--- src/rtl/merc16_ctrl_pkg.sv ---
// rtl/merc16_ctrl_pkg.sv - shared constants and types for the MERC-16 main controller
//
// Purpose: state codes, opcode map and class masks, ALU operation codes and
//          datapath mux-select encodings used by merc16_control_unit and
//          merc16_opcode_class.
// Ports:   none (package).
package merc16_ctrl_pkg;

  // Controller states
  typedef logic [3:0] state_t;

  localparam state_t S_FETCH    = 4'd0;
  localparam state_t S_DECODE   = 4'd1;
  localparam state_t S_EXEC_R   = 4'd2;
  localparam state_t S_EXEC_I   = 4'd3;
  localparam state_t S_ALU_WB   = 4'd4;
  localparam state_t S_IMM_WB   = 4'd5;
  localparam state_t S_MEM_ADDR = 4'd6;
  localparam state_t S_MEM_RD   = 4'd7;
  localparam state_t S_MEM_WB   = 4'd8;
  localparam state_t S_MEM_WR   = 4'd9;
  localparam state_t S_BRANCH   = 4'd10;
  localparam state_t S_JUMP     = 4'd11;
  localparam state_t S_JAL      = 4'd12;
  localparam state_t S_JR       = 4'd13;
  localparam state_t S_HALT     = 4'd14;

  // Opcode map (IR[15:11])
  localparam logic [4:0] OP_CLASS_MASK = 5'b11000;
  localparam logic [4:0] OP_R_ALU_PAT  = 5'b00000;
  localparam logic [4:0] OP_I_ALU_PAT  = 5'b01000;

  localparam logic [4:0] OP_LUI  = 5'b10000;
  localparam logic [4:0] OP_LLI  = 5'b10001;
  localparam logic [4:0] OP_LW   = 5'b10010;
  localparam logic [4:0] OP_SW   = 5'b10011;
  localparam logic [4:0] OP_BEQ  = 5'b10100;
  localparam logic [4:0] OP_BNE  = 5'b10101;
  localparam logic [4:0] OP_J    = 5'b10110;
  localparam logic [4:0] OP_JAL  = 5'b10111;
  localparam logic [4:0] OP_JR   = 5'b11000;
  localparam logic [4:0] OP_HALT = 5'b11111;

  // ALU function codes
  localparam logic [3:0] ALU_ADD = 4'b0000;
  localparam logic [3:0] ALU_SUB = 4'b0001;

  // PC_Source encodings
  localparam logic [1:0] PCS_ALU_RESULT = 2'b00;
  localparam logic [1:0] PCS_ALU_OUT    = 2'b01;
  localparam logic [1:0] PCS_JUMP_IMM   = 2'b10;
  localparam logic [1:0] PCS_REG_A      = 2'b11;

  // RegData encodings
  localparam logic [1:0] RDATA_ALU_OUT = 2'b00;
  localparam logic [1:0] RDATA_MEM     = 2'b01;
  localparam logic [1:0] RDATA_PC      = 2'b10;
  localparam logic [1:0] RDATA_IMM     = 2'b11;

  // RegDest encodings
  localparam logic [1:0] RDEST_RD   = 2'b00;
  localparam logic [1:0] RDEST_RT   = 2'b01;
  localparam logic [1:0] RDEST_LINK = 2'b10;

  // Register-file read-port selects
  localparam logic [1:0] RSRD_RS = 2'b00;
  localparam logic [1:0] RSRD_RD = 2'b01;
  localparam logic [1:0] RSRT_RT = 2'b00;
  localparam logic [1:0] RSRT_RD = 2'b01;

  // ALU operand selects
  localparam logic       SRCA_PC  = 1'b0;
  localparam logic       SRCA_A   = 1'b1;
  localparam logic [1:0] SRCB_B   = 2'b00;
  localparam logic [1:0] SRCB_ONE = 2'b01;
  localparam logic [1:0] SRCB_SE  = 2'b10;
  localparam logic [1:0] SRCB_ZE  = 2'b11;

  // One-hot instruction class produced by merc16_opcode_class
  typedef struct packed {
    logic r_alu;
    logic i_alu;
    logic imm;
    logic mem;
    logic branch;
    logic jump;
    logic jal;
    logic jr;
    logic halt;
  } op_class_t;

  function automatic logic in_class(input logic [4:0] op, input logic [4:0] pat);
    return (op & OP_CLASS_MASK) == pat;
  endfunction

endpackage

--- src/rtl/merc16_opcode_class.sv ---
// rtl/merc16_opcode_class.sv - opcode to one-hot instruction class decoder
//
// Purpose: purely combinational classification of the 5-bit opcode into the
//          instruction classes the controller branches on in DECODE.
// Ports:   opcode   in  5  IR[15:11]
//          op_class out    one-hot class (all zero for an undefined opcode)
//          illegal  out 1  opcode matches no defined instruction
module merc16_opcode_class
  import merc16_ctrl_pkg::*;
(
  input  logic [4:0] opcode,
  output op_class_t  op_class,
  output logic       illegal
);

  always_comb begin
    op_class        = '0;
    op_class.r_alu  = in_class(opcode, OP_R_ALU_PAT);
    op_class.i_alu  = in_class(opcode, OP_I_ALU_PAT);
    op_class.imm    = (opcode == OP_LUI) || (opcode == OP_LLI);
    op_class.mem    = (opcode == OP_LW)  || (opcode == OP_SW);
    op_class.branch = (opcode == OP_BEQ) || (opcode == OP_BNE);
    op_class.jump   = (opcode == OP_J);
    op_class.jal    = (opcode == OP_JAL);
    op_class.jr     = (opcode == OP_JR);
    op_class.halt   = (opcode == OP_HALT);
  end

  assign illegal = ~|op_class;

endmodule

--- src/rtl/merc16_control_unit.sv ---
// rtl/merc16_control_unit.sv - multicycle main controller for the MERC-16 core
//
// Purpose: sequences fetch/decode/execute/memory/writeback and drives every
//          datapath strobe and mux select. Moore outputs decoded from the
//          registered state (plus Opcode/Zero where the instruction needs it).
// Build option: define MEM_WAIT_EN to stretch FETCH, MEM_RD and MEM_WR to
//          WAIT_STATES+1 cycles each; side-effect strobes fire on the last one.
// Ports:   Clock, Reset (async active-low), Opcode[4:0], Zero in;
//          PC_Source, RegData, RegDest, RsRd, RsRt, ALUSrcA, ALUSrcB, ALUOp,
//          PC_Write, InstData, MemoryWrite, IR_Write, WriteReg, UpperLower,
//          HoldOldPCValue, OldNew, Halted, Illegal out.
module merc16_control_unit
  import merc16_ctrl_pkg::*;
#(
  parameter int WAIT_STATES = 2
) (
  input  logic       Clock,
  input  logic       Reset,
  input  logic [4:0] Opcode,
  input  logic       Zero,
  output logic [1:0] PC_Source,
  output logic [1:0] RegData,
  output logic [1:0] RegDest,
  output logic [1:0] RsRd,
  output logic [1:0] RsRt,
  output logic       ALUSrcA,
  output logic [1:0] ALUSrcB,
  output logic [3:0] ALUOp,
  output logic       PC_Write,
  output logic       InstData,
  output logic       MemoryWrite,
  output logic       IR_Write,
  output logic       WriteReg,
  output logic       UpperLower,
  output logic       HoldOldPCValue,
  output logic       OldNew,
  output logic       Halted,
  output logic       Illegal
);

  state_t    state;
  state_t    next_state;
  op_class_t op_class;
  logic      op_illegal;
  logic      last_cycle;

  merc16_opcode_class u_opcode_class (
    .opcode   (Opcode),
    .op_class (op_class),
    .illegal  (op_illegal)
  );

`ifdef MEM_WAIT_EN
  localparam int CNT_W = (WAIT_STATES > 0) ? $clog2(WAIT_STATES + 1) : 1;
  localparam logic [CNT_W-1:0] CNT_LOAD = CNT_W'(WAIT_STATES);

  logic [CNT_W-1:0] wait_cnt;
  logic             held_state;

  assign held_state = (state == S_FETCH) || (state == S_MEM_RD) || (state == S_MEM_WR);
  assign last_cycle = !held_state || (wait_cnt == '0);

  // Outside the held states the counter sits preloaded, so every entry into
  // a held state starts a fresh count without an explicit load event.
  always_ff @(posedge Clock or negedge Reset) begin
    if (!Reset) begin
      wait_cnt <= CNT_LOAD;
    end else if (!last_cycle) begin
      wait_cnt <= wait_cnt - 1'b1;
    end else begin
      wait_cnt <= CNT_LOAD;
    end
  end
`else
  logic unused_wait_states;

  assign unused_wait_states = (WAIT_STATES != 0);
  assign last_cycle         = 1'b1;
`endif

  always_ff @(posedge Clock or negedge Reset) begin
    if (!Reset) begin
      state <= S_FETCH;
    end else begin
      state <= next_state;
    end
  end

  always_comb begin
    next_state = state;
    case (state)
      S_FETCH: begin
        if (last_cycle) next_state = S_DECODE;
      end
      S_DECODE: begin
        if (op_class.r_alu)       next_state = S_EXEC_R;
        else if (op_class.i_alu)  next_state = S_EXEC_I;
        else if (op_class.imm)    next_state = S_IMM_WB;
        else if (op_class.mem)    next_state = S_MEM_ADDR;
        else if (op_class.branch) next_state = S_BRANCH;
        else if (op_class.jump)   next_state = S_JUMP;
        else if (op_class.jal)    next_state = S_JAL;
        else if (op_class.jr)     next_state = S_JR;
        else if (op_class.halt)   next_state = S_HALT;
        else                      next_state = S_FETCH;
      end
      S_EXEC_R, S_EXEC_I: next_state = S_ALU_WB;
      // LW and SW differ only in Opcode[0]
      S_MEM_ADDR: next_state = Opcode[0] ? S_MEM_WR : S_MEM_RD;
      S_MEM_RD: begin
        if (last_cycle) next_state = S_MEM_WB;
      end
      S_MEM_WR: begin
        if (last_cycle) next_state = S_FETCH;
      end
      S_HALT:  next_state = S_HALT;
      default: next_state = S_FETCH;
    endcase
  end

  always_comb begin
    PC_Source      = PCS_ALU_RESULT;
    RegData        = RDATA_ALU_OUT;
    RegDest        = RDEST_RD;
    RsRd           = RSRD_RS;
    RsRt           = RSRT_RT;
    ALUSrcA        = SRCA_PC;
    ALUSrcB        = SRCB_B;
    ALUOp          = ALU_ADD;
    PC_Write       = 1'b0;
    InstData       = 1'b0;
    MemoryWrite    = 1'b0;
    IR_Write       = 1'b0;
    WriteReg       = 1'b0;
    UpperLower     = 1'b0;
    HoldOldPCValue = 1'b0;
    OldNew         = 1'b0;
    Halted         = 1'b0;
    Illegal        = 1'b0;

    case (state)
      S_FETCH: begin
        IR_Write       = 1'b1;
        HoldOldPCValue = 1'b1;
        ALUSrcB        = SRCB_ONE;
        PC_Write       = 1'b1;
      end
      S_DECODE: begin
        // Branch target is computed here so BRANCH can select ALU_Out.
        ALUSrcB = SRCB_SE;
        Illegal = op_illegal;
      end
      S_EXEC_R: begin
        ALUSrcA = SRCA_A;
        ALUOp   = {1'b0, Opcode[2:0]};
      end
      S_EXEC_I: begin
        ALUSrcA = SRCA_A;
        ALUSrcB = Opcode[2] ? SRCB_ZE : SRCB_SE;
        ALUOp   = {1'b1, Opcode[2:0]};
      end
      S_ALU_WB: begin
        WriteReg = 1'b1;
        RegDest  = Opcode[3] ? RDEST_RT : RDEST_RD;
      end
      S_IMM_WB: begin
        WriteReg   = 1'b1;
        RegData    = RDATA_IMM;
        RegDest    = RDEST_RT;
        UpperLower = ~Opcode[0];
      end
      S_MEM_ADDR: begin
        ALUSrcA = SRCA_A;
        ALUSrcB = SRCB_SE;
      end
      S_MEM_RD: begin
        InstData = 1'b1;
      end
      S_MEM_WB: begin
        WriteReg = 1'b1;
        RegData  = RDATA_MEM;
        RegDest  = RDEST_RT;
      end
      S_MEM_WR: begin
        InstData    = 1'b1;
        MemoryWrite = 1'b1;
        RsRt        = RSRT_RD;
      end
      S_BRANCH: begin
        ALUSrcA   = SRCA_A;
        ALUOp     = ALU_SUB;
        PC_Source = PCS_ALU_OUT;
        // BEQ takes on equal, BNE (Opcode[0]=1) on not-equal
        PC_Write  = Opcode[0] ? ~Zero : Zero;
      end
      S_JUMP: begin
        PC_Source = PCS_JUMP_IMM;
        PC_Write  = 1'b1;
      end
      S_JAL: begin
        PC_Source = PCS_JUMP_IMM;
        PC_Write  = 1'b1;
        WriteReg  = 1'b1;
        RegData   = RDATA_PC;
        RegDest   = RDEST_LINK;
      end
      S_JR: begin
        PC_Source = PCS_REG_A;
        PC_Write  = 1'b1;
      end
      S_HALT: begin
        Halted = 1'b1;
      end
      default: begin
      end
    endcase

    if (!last_cycle) begin
      PC_Write    = 1'b0;
      IR_Write    = 1'b0;
      MemoryWrite = 1'b0;
      WriteReg    = 1'b0;
    end

    // Reset gates the decode so nothing writes while Reset is held low,
    // even though the state register already reads FETCH.
    if (!Reset) begin
      PC_Source      = 2'b00;
      RegData        = 2'b00;
      RegDest        = 2'b00;
      RsRd           = 2'b00;
      RsRt           = 2'b00;
      ALUSrcA        = 1'b0;
      ALUSrcB        = 2'b00;
      ALUOp          = 4'b0000;
      PC_Write       = 1'b0;
      InstData       = 1'b0;
      MemoryWrite    = 1'b0;
      IR_Write       = 1'b0;
      WriteReg       = 1'b0;
      UpperLower     = 1'b0;
      HoldOldPCValue = 1'b0;
      OldNew         = 1'b0;
      Halted         = 1'b0;
      Illegal        = 1'b0;
    end
  end

endmodule

--- config.mk ---
export PLATFORM = sky130hd
export DESIGN_NAME = merc16_control_unit
export DESIGN_NICKNAME = d
export VERILOG_FILES = /design/src/rtl/merc16_ctrl_pkg.sv /design/src/rtl/merc16_opcode_class.sv /design/src/rtl/merc16_control_unit.sv
export SDC_FILE = /design/constraint.sdc
export NUM_CORES = 1
export LEC_CHECK = 0
export CAP_MARGIN = 20
export CORE_MARGIN = 2
export CORE_UTILIZATION = 35
export CTS_CLUSTER_DIAMETER = 120
export DETAILED_ROUTE_END_ITERATION = 16
export HOLD_SLACK_MARGIN = 0.05
export MAX_ROUTING_LAYER = met4
export PLACE_DENSITY = 0.64
export SLEW_MARGIN = 10
export SYNTH_ARGS = -nofsm -noshare
export SYNTH_HDL_FRONTEND = slang
export SYNTH_SLANG_ARGS = --single-unit
--- constraint.sdc ---
create_clock -name Clock -period 1.54 [get_ports Clock]
set_input_delay 0.231 -clock Clock [delete_from_list [all_inputs] [get_ports Clock]]
set_output_delay 0.231 -clock Clock [all_outputs]
set_load 0.02 [all_outputs]
==> impl_metrics.csv <==
group,metric,value,unit
drt,wl_per_cell,15.00,um
placement,gp_congestion,0.8132,
clocking,cts_tree,"yes",
synthesis,syn_inst,117,
synthesis,ys_seq_area_frac,0.1207,
finish,antennaDiodeCount,0,
clocking,clock_sinks,4,
critical_path,crit_fanout,6,
grt,grt_start_max_net_pins,10,
drt,routed_wl,3.300,mm
synthesis,synth_flop_cell,"dfrtp_1",
clocking,clock_latency,230,ps
run_status,violations,"negative setup slack",
grt,grt_pass1_wl,4.650,mm
power_and_ir_drop,irDropWorstVdd,0.001148,V
die,die_area,2776,um^2
placement,placed_cells_incl_taps,196,
power_and_ir_drop,p_clk_frac,0.051,
sta,rsz0062_at_grt,"yes",
clocking,cts_buffers,3,
drt,vias,1131,
grt,track_usage,0.2282,
finish,fin_cells,220,
die,coreArea,2233,um^2
die,die_h,52.69,um
synthesis,async_flop_share,1.000,
synthesis,yosysUniqueCellTypes,41,
clocking,clk_pin_slew,40,ps
sta,fmax,595.3,MHz
grt,grt_util_met3,0.02286,
drt,drt_first_pass_iters,4,
worst_hold_path,hp-class,"input pin to asynchronous set/reset pin",
grt,grt_use_met2,0.4208,
finish,largestRegisters,"state (4)",
synthesis,ys_ff_latch,4,
flow_run,maxCapViolations,0,
synthesis,yosysTopAreaCell,"dfrtp_1",
synthesis,yosys_warnings,0,
grt,grt_overflow_total,0,
critical_path,crit_path_start_kind,"flip-flop",
finish,largest_register_ffs,4,
sta,fin_crit_sh,1.091,
critical_path,worstPathRequired,1310,ps
synthesis,yosysTopAreaCellShare,0.1207,
placement,dpl.hpwl,1.879,mm
power_and_ir_drop,power.internal,1.510,mW
die,io_pins,35,
placement,io_buffers,30,
finish,drive_above_1_share,0.6771,
sta,layout_min_cycle_time,1680,ps
grt,use_met1,0.2654,
grt,grt-busiest-layer,"met2",
sta,hold_slack,312.0,ps
power_and_ir_drop,power.leakage,0.8603,nW
die,rows,17,
synthesis,synth_area_leaders,"dfrtp_1 12%, buf_6 6.8%, buf_4 6.3%, nand2_1 5.9%, nand2b_1 5.3%",
synthesis,syn_area_per_cell,7.090,um^2
drt,ant_nets,0,
grt,antenna_found_initial,0,
sta,skew,2.653,ps
critical_path,crit_type,"flip-flop to output pin",
die,die_w,52.69,um
power_and_ir_drop,pwr-share-comb,0.863,
clocking,cts_buffer_depth,2,
power_and_ir_drop,power.density,1508,nW/um^2
drt,drcViolationCount,0,
drt,vias_per_cell,5.141,
critical_path,end_kind,"output pin",
die,initial_core_util,0.3714,
drt,drtIter0Drc,17,
clocking,ctsHtreeMaxLevel,1,
grt,grt_pass1_vias,1020,
power_and_ir_drop,switching_share,0.4353,
sta,hold_violations,0,
power_and_ir_drop,switching_power,1.164,mW
synthesis,ys_top_cells_by_count,"13 x nand2_1, 10 x nor2_1, 7 x a21oi_1, 7 x buf_4, 7 x nand2b_1",
clocking,cts_hold_buf,0,
synthesis,synth_enable_flop_cells,0,
run_status,status,"complete, but fails checks",
power_and_ir_drop,power,2.675,mW
power_and_ir_drop,sequentialPowerShare,0.087,
synthesis,synth.most_common_cell,"nand2_1",
critical_path,crit_arrival,1450,ps
finish,area_growth_syn_to_layout,113.9,%
sta,finalSetupViolations,18,
finish,nNetsFinal,202,
finish,top_register,"state",
sta,slew_viol_final,0,
synthesis,synth_area,829.5,um^2
sta,postLayoutSetupSlackWorst,-139.8,ps
clocking,cts-root-buf,"clkbuf_4",
[power by group through the flow]
stage               registers, mW  logic (mW)  clock network, mW
floorplan                   0.172       0.853                  0
global placement            0.222        1.41                  0
detailed placement          0.224        1.43                  0
CTS                         0.229        1.82              0.128
global route                0.235        2.45              0.146
finish                      0.232        2.31              0.136
[layout by cell type, fill, tap and decap left out, types with 3 or more instances in the layout]
cell type	netlist	routed
dfrtp_2	0	3
nor2_1	10	8
dlymetal6s2s_1	0	3
conb_1	1	4
buf_6	5	26
nand2_4	0	3
clkbuf_4	0	3
o21ai_1	4	4
nand3b_1	3	3
a21oi_2	0	3
a21oi_1	7	4
nand3_1	4	3
nand2b_1	7	3
nand2b_4	0	4
buf_4	7	50
buf_12	0	3
nor2b_4	0	3
nand2_1	13	9
[critical path, cell delays in order (launching register included)]
cell,delay [ps]
dfrtp_2,450
buf_6,140
buf_6,120
nor3b_2,180
a21oi_1,60
nor2_1,110
buf_4,150
[metrics by stage]
step             util  setup WS, ps  cell area [um^2]  TNS (ps)
2_1_floorplan       -        -97.62             857.1    -97.62
3_3_place_gp   0.6045        -594.0              1350    -10540
3_5_place_dp   0.6045        -595.6              1350    -10950
4_1_cts        0.6936        -104.8              1549    -863.8
5_1_grt        0.7944        -193.2              1774     -2569
6_report       0.7944        -139.8              1774     -1666
[logic make-up (layout without fill, tap and decap cells)]
logic type	Yosys count	count (layout)	synth area share
buf+inv	20	92	0.1750
other cells	1	4	0.004521
simple gates	69	69	0.4993
compound gates	21	21	0.1780
fa+ha+maj	1	1	0.01207
xor+xnor	1	1	0.01056
flops	4	4	0.1207
[routing by layer]
layer  up-vias  part of all wire
li1        550                 -
met1       527              0.38
met2        43              0.55
met3        11             0.041
met4         0             0.033
met5         -                 0
[cell type report]
| type | instances | area, um^2 |
|---|---|---|
| tap | 28 | 35.03 |
| fill | 145 | 459.2 |
| inverter | 2 | 7.507 |
| timing repair buffer | 87 | 818.3 |
| sequential | 4 | 103.9 |
| clock buffer | 3 | 22.52 |
| multi-input combinational | 96 | 787.0 |
[path summary, 6_finish.rpt]
| kind | startpoint | end | slack (ps) | cells past startpoint |
|---|---|---|---|---|
| worst max-delay path | state[2]$_DFF_PN0_ | InstData | -140 | 6 |
| worst max register to register | state[2]$_DFF_PN0_ | state[0]$_DFF_PN0_ | 100 | 6 |
| max in group asynchronous | Reset | state[1]$_DFF_PN0_ | 1110 | 4 |
| min in group Clock | Opcode[1] | state[0]$_DFF_PN0_ | 610 | 5 |
| worst min-delay path | Reset | state[0]$_DFF_PN0_ | 310 | 4 |
| worst min register to register | state[0]$_DFF_PN0_ | state[0]$_DFF_PN0_ | 750 | 3 |
[repair_timing]
action	CTS	global route
endpoints found under the setup margin	23	24
gates resized for setup	157	41
buffers inserted	13	8
pin swaps	12	17
Note: power is estimated with default switching activity, not from simulation.
